`src/rtl/instr_seq.sv`:
```
// ============================================================================
// instr_seq -- multi-cycle instruction sequencer for the 16-bit datapath.
//
// Drives the program counter, instruction register and register-file/ALU from
// a FETCH -> DECODE -> EXEC state machine. It adds an instruction-memory valid
// handshake, registered Z/C flags, conditional PC-relative branches and an
// optional HALT state.
//
// Configuration macro: INSTR_SEQ_HALT_EN
//   defined   : class 5'b00010 enters HALT (exit only via reset), halted = state
//   undefined : class 5'b00010 decodes as NOP, halted tied to 0
//
// Ports
//   clk        in   single clock, rising edge
//   reset      in   asynchronous, active-low
//   ins_valid  in   instruction word at the current address is valid
//   cur_ins    in   [15:0] latched instruction (IR output)
//   alu_zero   in   ALU result is zero
//   alu_cout   in   ALU carry-out
//   load_ir    out  IR load enable (FETCH and ins_valid)
//   pc_inc     out  PC += 1
//   pc_add     out  PC += pc_offset
//   pc_offset  out  [15:0] sign-extended branch offset (0 unless pc_add)
//   wr_reg     out  register-file write enable (EXEC of ALU only)
//   rd_addr_a  out  [2:0] cur_ins[2:0]
//   rd_addr_b  out  [2:0] cur_ins[5:3]
//   wr_addr    out  [2:0] cur_ins[8:6]
//   op         out  [1:0] cur_ins[10:9]
//   z_flag     out  registered zero flag
//   c_flag     out  registered carry flag
//   halted     out  high while in HALT
// ============================================================================
module instr_seq (
   input  logic        clk,
   input  logic        reset,
   input  logic        ins_valid,
   input  logic [15:0] cur_ins,
   input  logic        alu_zero,
   input  logic        alu_cout,
   output logic        load_ir,
   output logic        pc_inc,
   output logic        pc_add,
   output logic [15:0] pc_offset,
   output logic        wr_reg,
   output logic [2:0]  rd_addr_a,
   output logic [2:0]  rd_addr_b,
   output logic [2:0]  wr_addr,
   output logic [1:0]  op,
   output logic        z_flag,
   output logic        c_flag,
   output logic        halted
);

   typedef enum logic [1:0] {
      S_FETCH  = 2'd0,
      S_DECODE = 2'd1,
      S_EXEC   = 2'd2,
      S_HALT   = 2'd3
   } state_t;

   localparam logic [4:0] CLS_ALU  = 5'b00000;
   localparam logic [4:0] CLS_BZ   = 5'b00001;
   localparam logic [4:0] CLS_BC   = 5'b00011;
`ifdef INSTR_SEQ_HALT_EN
   localparam logic [4:0] CLS_HALT = 5'b00010;
`endif

   state_t      r_state;
   state_t      w_next;
   logic        r_z;
   logic        r_c;

   logic [4:0]  w_cls;
   logic        w_is_alu;
   logic        w_taken;
   logic        w_go_halt;
   logic [15:0] w_sext;

   // ------------------------------------------------------------------------
   // Instruction decode (continuous, valid in every state)
   // ------------------------------------------------------------------------
   assign w_cls     = cur_ins[15:11];
   assign w_is_alu  = (w_cls == CLS_ALU);
   // Branch conditions look only at the registered flags, so a flag written in
   // EXEC of the previous instruction is already visible here.
   assign w_taken   = ((w_cls == CLS_BZ) && r_z) || ((w_cls == CLS_BC) && r_c);
   assign w_sext    = {{8{cur_ins[7]}}, cur_ins[7:0]};

`ifdef INSTR_SEQ_HALT_EN
   assign w_go_halt = (w_cls == CLS_HALT);
`else
   assign w_go_halt = 1'b0;
`endif

   assign rd_addr_a = cur_ins[2:0];
   assign rd_addr_b = cur_ins[5:3];
   assign wr_addr   = cur_ins[8:6];
   assign op        = cur_ins[10:9];
   assign z_flag    = r_z;
   assign c_flag    = r_c;

   // ------------------------------------------------------------------------
   // FSM: state register
   // ------------------------------------------------------------------------
   always_ff @(posedge clk or negedge reset) begin
      if (!reset) r_state <= S_FETCH;
      else        r_state <= w_next;
   end

   // ------------------------------------------------------------------------
   // FSM: next-state logic
   // ------------------------------------------------------------------------
   always_comb begin
      w_next = r_state;
      case (r_state)
         S_FETCH:  if (ins_valid) w_next = S_DECODE;
         S_DECODE: w_next = w_go_halt ? S_HALT : S_EXEC;
         S_EXEC:   w_next = S_FETCH;
         S_HALT:   w_next = S_HALT;
         default:  w_next = S_FETCH;
      endcase
   end

   // ------------------------------------------------------------------------
   // FSM: outputs (Moore on state + cur_ins/flags; load_ir also on ins_valid)
   // ------------------------------------------------------------------------
   always_comb begin
      load_ir   = 1'b0;
      pc_inc    = 1'b0;
      pc_add    = 1'b0;
      pc_offset = 16'h0000;
      wr_reg    = 1'b0;
      case (r_state)
         // reset is folded in so load_ir stays low while reset is held even
         // though the state already reads FETCH.
         S_FETCH: load_ir = ins_valid & reset;
         S_EXEC: begin
            if (w_is_alu) begin
               wr_reg = 1'b1;
               pc_inc = 1'b1;
            end else if (w_taken) begin
               pc_add    = 1'b1;
               pc_offset = w_sext;
            end else begin
               pc_inc = 1'b1;
            end
         end
         default: ;
      endcase
   end

`ifdef INSTR_SEQ_HALT_EN
   assign halted = (r_state == S_HALT);
`else
   assign halted = 1'b0;
`endif

   // ------------------------------------------------------------------------
   // Condition flags: loaded only on the EXEC edge of an ALU instruction
   // ------------------------------------------------------------------------
   always_ff @(posedge clk or negedge reset) begin
      if (!reset) begin
         r_z <= 1'b0;
         r_c <= 1'b0;
      end else if (r_state == S_EXEC && w_is_alu) begin
         r_z <= alu_zero;
         r_c <= alu_cout;
      end
   end

endmodule
```
`config.mk`:
```
export PLATFORM = sky130hd
export DESIGN_NAME = instr_seq
export DESIGN_NICKNAME = d
export VERILOG_FILES = /design/src/rtl/instr_seq.sv
export SDC_FILE = /design/constraint.sdc
export NUM_CORES = 1
export LEC_CHECK = 0
export ABC_AREA = 1
export CAP_MARGIN = 20
export CORE_MARGIN = 5
export CORE_UTILIZATION = 32
export CTS_BUF_LIST = sky130_fd_sc_hd__clkbuf_2
export DETAILED_ROUTE_END_ITERATION = 6
export PLACE_DENSITY_LB_ADDON = 0.2
export SETUP_SLACK_MARGIN = 0.5
export SLEW_MARGIN = 30
export SYNTH_ARGS = -nofsm -noshare
export SYNTH_HDL_FRONTEND = slang
export SYNTH_SLANG_ARGS = --single-unit
export TNS_END_PERCENT = 1
```
`constraint.sdc`:
```
create_clock -name clk -period 2.85 [get_ports clk]
set_input_delay 0.855 -clock clk [delete_from_list [all_inputs] [get_ports clk]]
set_output_delay 0.855 -clock clk [all_outputs]
set_load 0.02 [all_outputs]
```
==> results.md, run 1 <==
- The kind of capture point of the worst setup path is an output pin.
- The worst-skew pair later-pin latency is approximately 0.2 ns.
- The post-DP HPWL is 1170 um.
- The floorplan has 15 rows.
- The global-route met2 utilization is between 10% and 20%.
- The largest fanout on the critical path is 5.
- The area growth from synthesis to layout is 81.1%.
- The TritonCTS clock tree is built.
- The number of buffers created by CTS is 3.
- The launching element type of the critical path is a primary input.
- The global router's overall resource usage is 11.6%.
- Each instance of the synthesized netlist takes up on average 7.13 um2.
- After synthesis the cells add up to 549 um2.
- The layout has 168 filler cells.
- The initial utilization of the core area, before any placement, comes to around 33%.
- The detailed-routing iteration count for the pre-antenna-repair pass is 4.
- CTS built an H-tree with a depth of 1.
- The deepest clock path buffer count is 2.
- The run finished with clean final reports.
- The global-route wire length before repair is 2280 um.
- The global-route met1 utilization is 12.2%.
- The distinct cell type count of the synthesized netlist is 17.
- The clock input transition at the sequential cells of the worst setup and hold paths is 0.04 ns.
- The reported net switching power is 50.5 uW.
- The share of cells above drive strength 1 is 44.5%.
- The number of warnings issued by yosys is 0.
- At the end of the flow the core is filled with cells to 59.6%.
- In this run switching power makes up 29.8% of total power.
- The worst hold path passes through 2 cells.
- Counting cells, the worst reg-to-reg path comes to 8.
- The routability congestion estimate from global placement is 0.646.
- The data required time at the worst endpoint is about 2 ns.
- CTS placed an instance of sky130_fd_sc_hd__clkbuf_2 at the clock tree root.
- The area inside the core boundary is 1670 um2.
- The final count of hold timing violations is 0.
- The post-detailed-routing wire length is 1520 um.
- Across all layers, the routed design uses 558 vias.
- Dividing total power by cell area gives a power density of 170 nW/um2.
- Of the total power, the clock network draws 30.1%.
- The DRC violation count after routing is 0.
- The via density per instance is between 4 and 5.
- The count of antenna-violating nets left after detailed routing is 0.
- The maximum clock frequency is 0.375 GHz.
- During placement, the flow inserted port buffers numbering 47.
- After routing the design area is 995 um2.
- The tightest min-delay check is of the flip-flop to flip-flop type.
- The number of synthesized register bits is 4.
- The chip height is 51.4 um.
- The total overflow left after global routing is 0.
- The wire length per cell after detailed routing is 11.2 um.
- The number of global-route vias before repair is 520.
- The area of the die is 2650 um2.
- Data on the critical path arrives at its endpoint at 1.81 ns.
- The count of boundary I/O pins is 55.
- After routing, the total negative slack on setup checks comes to 0 ns.
- The startpoint-to-endpoint class of the critical path is primary input to output pin.
- The leakage power is 0.540 nW.
- The time the worst path needs with I/O delays and setup is 2.67 ns.
- Max-cap violations in this run came to 0.
- Setup repair after global routing could not meet its margin everywhere.
- The proportion of power drawn by flip-flops and latches is around a third.
- Entering global routing, the biggest net connects 6 pins.
- The final critical path takes up between 90 and 100% of the cycle.
- The number of nets in the synthesized netlist is 102.
- For this run, the post-layout net count is 146.
- The total placed instance area is 963 um2.
- The internal power of the cells totals 119 uW.
- The number of sinks handled by clock tree synthesis is 4.
- The detailed router finished its first iteration with 3 violations.
- The portion of the post-synthesis area used by sequential elements is 18.2%.
- The cell count after synthesis is 77.
- In this run the most used layer during global routing was met2.
- On the final layout, the worst clock skew is about 0.0034 ns.
- The number of antenna violations at the first check in global routing is 0.
- The share of total power dissipated in combinational logic is 35.9%.
- The count of endpoints failing setup in the final report is 0.
- The repair_antennas step left the layout with diodes totalling 0.
- The floorplan die width is 51.4 um.
- The largest vdd supply drop is 0.000207 V.
- The met3 routing resource usage after global routing is 4.66%.
- The number of max-slew violations in the final report is 0.
critical path, stage by stage:
cell and delay [ns]:
sky130_fd_sc_hd__clkdlybuf4s15_2 0.21, sky130_fd_sc_hd__o21ai_4 0.21, sky130_fd_sc_hd__nand3_4 0.16, sky130_fd_sc_hd__nor2_4 0.21, sky130_fd_sc_hd__buf_6 0.15
power by group through the flow:
stage	registers, mW	logic [mW]	clock network [mW]
2_1_floorplan	0.0586	0.0325	0
3_3_place_gp	0.0583	0.0621	0
3_5_place_dp	0.0583	0.0623	0
4_1_cts	0.0575	0.0603	0.0548
5_1_grt	0.0574	0.0650	0.0588
6_report	0.0575	0.0609	0.0510
cells in the mapped netlist:
cell type | instances | area, um2
sky130_fd_sc_hd__o21ai_2 | 1 | 8.76
sky130_fd_sc_hd__conb_1 | 1 | 3.75
sky130_fd_sc_hd__dfrtp_1 | 4 | 100
sky130_fd_sc_hd__ha_1 | 4 | 50.1
sky130_fd_sc_hd__inv_1 | 17 | 63.8
sky130_fd_sc_hd__nor2_1 | 3 | 11.3
sky130_fd_sc_hd__nor3_2 | 1 | 10.0
sky130_fd_sc_hd__nand3_4 | 1 | 17.5
sky130_fd_sc_hd__a21oi_1 | 2 | 10.0
sky130_fd_sc_hd__nor2_4 | 1 | 11.3
sky130_fd_sc_hd__inv_2 | 1 | 3.75
sky130_fd_sc_hd__nor2_2 | 9 | 56.3
sky130_fd_sc_hd__buf_4 | 20 | 150
sky130_fd_sc_hd__nand3_1 | 2 | 10.0
sky130_fd_sc_hd__o22ai_1 | 1 | 6.26
sky130_fd_sc_hd__nand2_1 | 8 | 30.0
sky130_fd_sc_hd__nand2_2 | 1 | 6.26
area by class of cell:
cell class	instances	area [um2]	share of cell area [%]
clock buffers	3	15.0	1.51
inverters	18	67.6	6.79
multi-input cells	37	284	28.6
flip-flops and latches	4	100	10.1
well taps	17	21.3	2.14
repair buffers	57	507	50.9
sequential cells by signal, summed over array words and instances (netlist names):
signal / cells
z_flag: 1
c_flag: 1
r_state: 2
kinds of logic (layout without fill, tap and decap cells):
logic type,Yosys count,after routing,synth area share [%]
AO/OA/AOI/OAI,4,4,4.56
adder cells (fa/ha/maj),4,4,9.11
buffers and inverters,38,78,39.6
flip-flops,4,4,18.2
other,1,1,0.683
AND/OR/NAND/NOR,26,28,27.8
timing repair:
item,4_1_cts,5_1_grt
pin swaps,6,3
setup buffers,1,0
cloned,2,0
endpoints found under the setup margin,28,28
resized for setup,107,3
hold buffers,0,0
routing by layer:
metal  wire, um  part of all wire (%)
met5          0                     0
met4          0                     0
met1        578                    38
met3        206                    14
met2        738                    48
worst paths after layout:
path                                   from      endpoint  slack [ns]
worst max register to register   r_state[0]        c_flag        1.35
worst max-delay path            cur_ins[12]  pc_offset[7]        0.18
min in group asynchronous             reset    r_state[0]        0.93
max in group asynchronous             reset        c_flag        1.82
worst min register to register       z_flag        z_flag        0.50
worst min-delay path                 z_flag        z_flag        0.50
through the flow:
step | total power, mW | setup slack (ns) | hold WS [ns] | cells
finish | 0.169 | 0.183 | 0.497 | 136
global route | 0.181 | 0.103 | 0.531 | 136
CTS | 0.173 | 0.147 | 0.509 | 136
detailed placement | 0.121 | -0.626 | 0.496 | 130
global placement | 0.120 | -0.568 | 0.488 | 130
floorplan | 0.0912 | 0.266 | 0.548 | 77
placed cells by master (no fill, tap or decap), drive strengths merged, types with 3 or more instances in the layout:
| cell type | n |
|---|---|
| dfrtp | 4 |
| nand3 | 4 |
| nand2 | 9 |
| inv | 18 |
| nor2 | 14 |
| clkbuf | 3 |
| clkdlybuf4s50 | 14 |
| ha | 4 |
| buf | 26 |
| dlygate4sd2 | 10 |
| clkdlybuf4s15 | 7 |
(Power assumes the default switching activity.)
==> run 2, diff against run 1 <==
--- a/config.mk
+++ b/config.mk
@@ -8,9 +8,10 @@
 export ABC_AREA = 1
 export CAP_MARGIN = 20
 export CORE_MARGIN = 5
-export CORE_UTILIZATION = 32
+export CORE_UTILIZATION = 30
 export CTS_BUF_LIST = sky130_fd_sc_hd__clkbuf_2
 export DETAILED_ROUTE_END_ITERATION = 6
+export GPL_TIMING_DRIVEN = 0
 export PLACE_DENSITY_LB_ADDON = 0.2
 export SETUP_SLACK_MARGIN = 0.5
 export SLEW_MARGIN = 30
==> constraint.sdc (replaced) <==
create_clock -name clk -period 2.7 [get_ports clk]
set_input_delay 0.81 -clock clk [delete_from_list [all_inputs] [get_ports clk]]
set_output_delay 0.81 -clock clk [all_outputs]
set_load 0.02 [all_outputs]
==> results.md, run 2 (synthesized netlist as in run 1, its figures left out) <==
- The number of flip-flops under the largest register name is 2 (unchanged).
- The H-tree depth reported by CTS was 1 (unchanged).
- The largest fanout on the critical path is 5 (unchanged).
- The number of antenna violations at the first check in global routing is 0 (unchanged).
- The worst slack on hold paths was 0.512 ns (was 0.497 ns).
- The count of boundary I/O pins was 55 (unchanged).
- The total grt overflow was 0 (unchanged).
- The post-route core utilization is 64.5% (was 59.6%).
- The count of inserted antenna diode cells is 0 (unchanged).
- The number of filler cells placed in the layout is 167 (was 168).
- The arrival time reported for the critical path endpoint is 1.81 ns (about the same).
- The global router's overall resource usage was 11.2% (was 11.6%).
- The detailed-routing iteration count for the pre-antenna-repair pass is 2 (was 4).
- The most frequent standard cell in the layout excluding fill and tap cells is sky130_fd_sc_hd__buf_4 (was sky130_fd_sc_hd__inv_1).
- The reported net switching power is 56.4 uW (was 50.5 uW).
- The vias after detailed routing is 620 (was 558).
- The launching element type of the critical path is a primary input (unchanged).
- The total number of placement rows came to 15 (unchanged).
- The data required time at the worst endpoint came to 1.89 ns (was 2.00 ns).
- The count of input and output buffers came to 50 (was 47).
- The area of the die is 2790 um2 (was 2650 um2).
- The combinational group share of total power came to 40.1% (was 35.9%).
- The number of global-route vias before repair is 555 (was 520).
- The area inside the core boundary is 1730 um2 (was 1670 um2).
- Dividing the final minimum period by the clock period gives 97.0%.
- The library cell used as clock root buffer is sky130_fd_sc_hd__clkbuf_2 (unchanged).
- The relative area change from synthesis to final layout is 103% (was 81.1%).
- The initial standard-cell utilization of the core is 31.8% (was 32.9%).
- The setup slack of the most critical reg-to-reg path is 1.40 ns (was 1.35 ns).
- The floorplan die width is 52.8 um (was 51.4 um).
- The register containing the most flip-flops in the final layout is r_state (unchanged).
- The routability congestion estimate from global placement came to 0.617 (was 0.646).
- The maximum clock frequency is 0.382 GHz.
- The final count of hold timing violations is 0 (unchanged).
- The kind of capture point of the worst setup path was an output pin (unchanged).
- The leakage power is 0.633 nW (was 0.540 nW).
- The number of buffers created by CTS came to 3 (unchanged).
- The deepest clock path buffer count is 2 (unchanged).
- The startpoint-to-endpoint class of the critical path is primary input to output pin (unchanged).
- The cell count of the worst hold path came to 2 (unchanged).
- The worst slack at placement is -0.799 ns (was -0.626 ns).
- The post-detailed-routing wire length is 1570 um (was 1520 um).
- The TritonCTS clock tree is built (unchanged).
- The critical register-to-register path startpoint is r_state[0] (unchanged).
- The layout net count is 161 (was 146).
- The post-DP HPWL is 1340 um (was 1170 um).
- The internal portion of total power is 134 uW (was 119 uW).
- The fraction of power consumed by the clock network was 28.0% (was 30.1%).
- The worst-case clock skew came to 0.000695 ns (was 0.00341 ns).
- The number of max-slew violations in the final report is 0 (unchanged).
- The worst hold path endpoint was z_flag (unchanged).
- The classification of the worst-slack hold path is flip-flop to flip-flop (unchanged).
- The number of sinks handled by clock tree synthesis is 4 (unchanged).
- The power density over the cells is 171 nW/um2 (was 170 nW/um2).
- The count of endpoints failing setup in the final report is 0 (unchanged).
- Status: finished, final reports clean (unchanged).
- The worst setup margin was 0.0798 ns (was 0.183 ns).
- The share of cells above drive strength 1 is 47.8% (was 44.5%).
- The start point of the worst hold path is z_flag (unchanged).
- Unrepaired setup endpoints after global routing: yes (unchanged).
- The via density per instance is 3.90 (was 4.10).
- The initial DRC count is 5 (was 3).
- The wire length per cell after detailed routing is 9.87 um (was 11.2 um).
- The maximum number of pins on one net before global-route repair is 9 (was 6).
- The length in cells of the worst reg-to-reg path is 7 (was 8).
- The terminus of the critical flop-to-flop path was c_flag (unchanged).
- The worst-skew pair later-pin latency is 0.20 ns (about the same).
- The largest vdd supply drop was 0.000147 V (was 0.000207 V).
- The clock input transition at the sequential cells of the worst setup and hold paths is 0.04 ns (about the same).
- Counting I/O delays and the setup requirement, the final critical path takes 2.62 ns.
- The DRC violation count after routing is 0 (unchanged).
- The proportion of power drawn by flip-flops and latches is 31.9% (was 33.9%).
- The count of antenna-violating nets left after detailed routing is 0 (unchanged).
- The max-cap violation count is 0 (unchanged).
- Commonest non-fill, non-tap cells in the layout: sky130_fd_sc_hd__buf_4, sky130_fd_sc_hd__clkdlybuf4s50_1, sky130_fd_sc_hd__inv_1, sky130_fd_sc_hd__dlygate4sd2_1, sky130_fd_sc_hd__buf_6 (was sky130_fd_sc_hd__inv_1, sky130_fd_sc_hd__clkdlybuf4s50_1, sky130_fd_sc_hd__buf_4, sky130_fd_sc_hd__dlygate4sd2_1).
- The fraction of power spent switching nets is 29.6% (was 29.8%).
- The global-route wire length before repair is 2380 um (was 2280 um).
- The chip height came to 52.8 um (was 51.4 um).
==> run 2: layout make-up <==
class	count	area (um2)	area share [%]
Clock buffer	3	15.0	1.35
Buffer	20	169	15.2
Multi-Input combinational cell	36	263	23.6
Sequential cell	4	100	8.99
Timing Repair Buffer	53	468	42.0
Inverter	18	67.6	6.07
Tap cell	25	31.3	2.81
==> run 2: worst max path at each step <==
stage / startpoint / to / slack (ns) / cells past startpoint
2_1_floorplan: cur_ins[15] / pc_offset[10] / 0.21 / 6
3_3_place_gp: cur_ins[12] / pc_offset[15] / -0.77 / 7
3_5_place_dp: cur_ins[15] / pc_offset[14] / -0.80 / 8
4_1_cts: cur_ins[14] / pc_offset[14] / 0.03 / 8
5_1_grt: cur_ins[15] / pc_offset[15] / 0.002 / 8
6_report: reset / load_ir / 0.08 / 4
==> run 2: metal layers <==
layer	GRT usage, %	vias to the layer above	part of all wire, %
li1	-	321	-
met1	14.6	264	42
met2	18.0	35	45
met3	2.56	0	13
met4	3.83	0	0
met5	0	-	0
==> run 2: worst max-delay path, cell delays in order <==
cell and delay, ns:
sky130_fd_sc_hd__clkdlybuf4s50_1 0.58, sky130_fd_sc_hd__nand2_1 0.08, sky130_fd_sc_hd__nor2_1 0.08, sky130_fd_sc_hd__clkdlybuf4s15_2 0.26
==> run 2: timing repair <==
item                                    CTS  global route
hold buffers                              0             0
gates cloned                              1             0
resized for setup                       106             3
endpoints found under the setup margin   31            31
buffers inserted                          3             0
hold endpoints to repair                  0             0
pin swaps                                 7             5
==> run 2: power groups by stage <==
stage / Clock [mW] / Combinational (mW) / Sequential, mW
final: 0.0533 / 0.0764 / 0.0608
after global routing: 0.0589 / 0.0816 / 0.0606
after CTS: 0.0576 / 0.0784 / 0.0607
after detailed placement: 0 / 0.0809 / 0.0616
after global placement: 0 / 0.0796 / 0.0616
after floorplan: 0 / 0.0343 / 0.0619
==> run 2: per-stage QoR <==
stage | power [mW] | area (um2) | instances | setup TNS, ns
6_report | 0.191 | 1110 | 159 | 0
5_1_grt | 0.201 | 1110 | 159 | 0
4_1_cts | 0.197 | 1120 | 159 | 0
3_5_place_dp | 0.142 | 1090 | 152 | -13.34
3_3_place_gp | 0.141 | 1090 | 152 | -12.89
2_1_floorplan | 0.0963 | 554 | 77 | 0
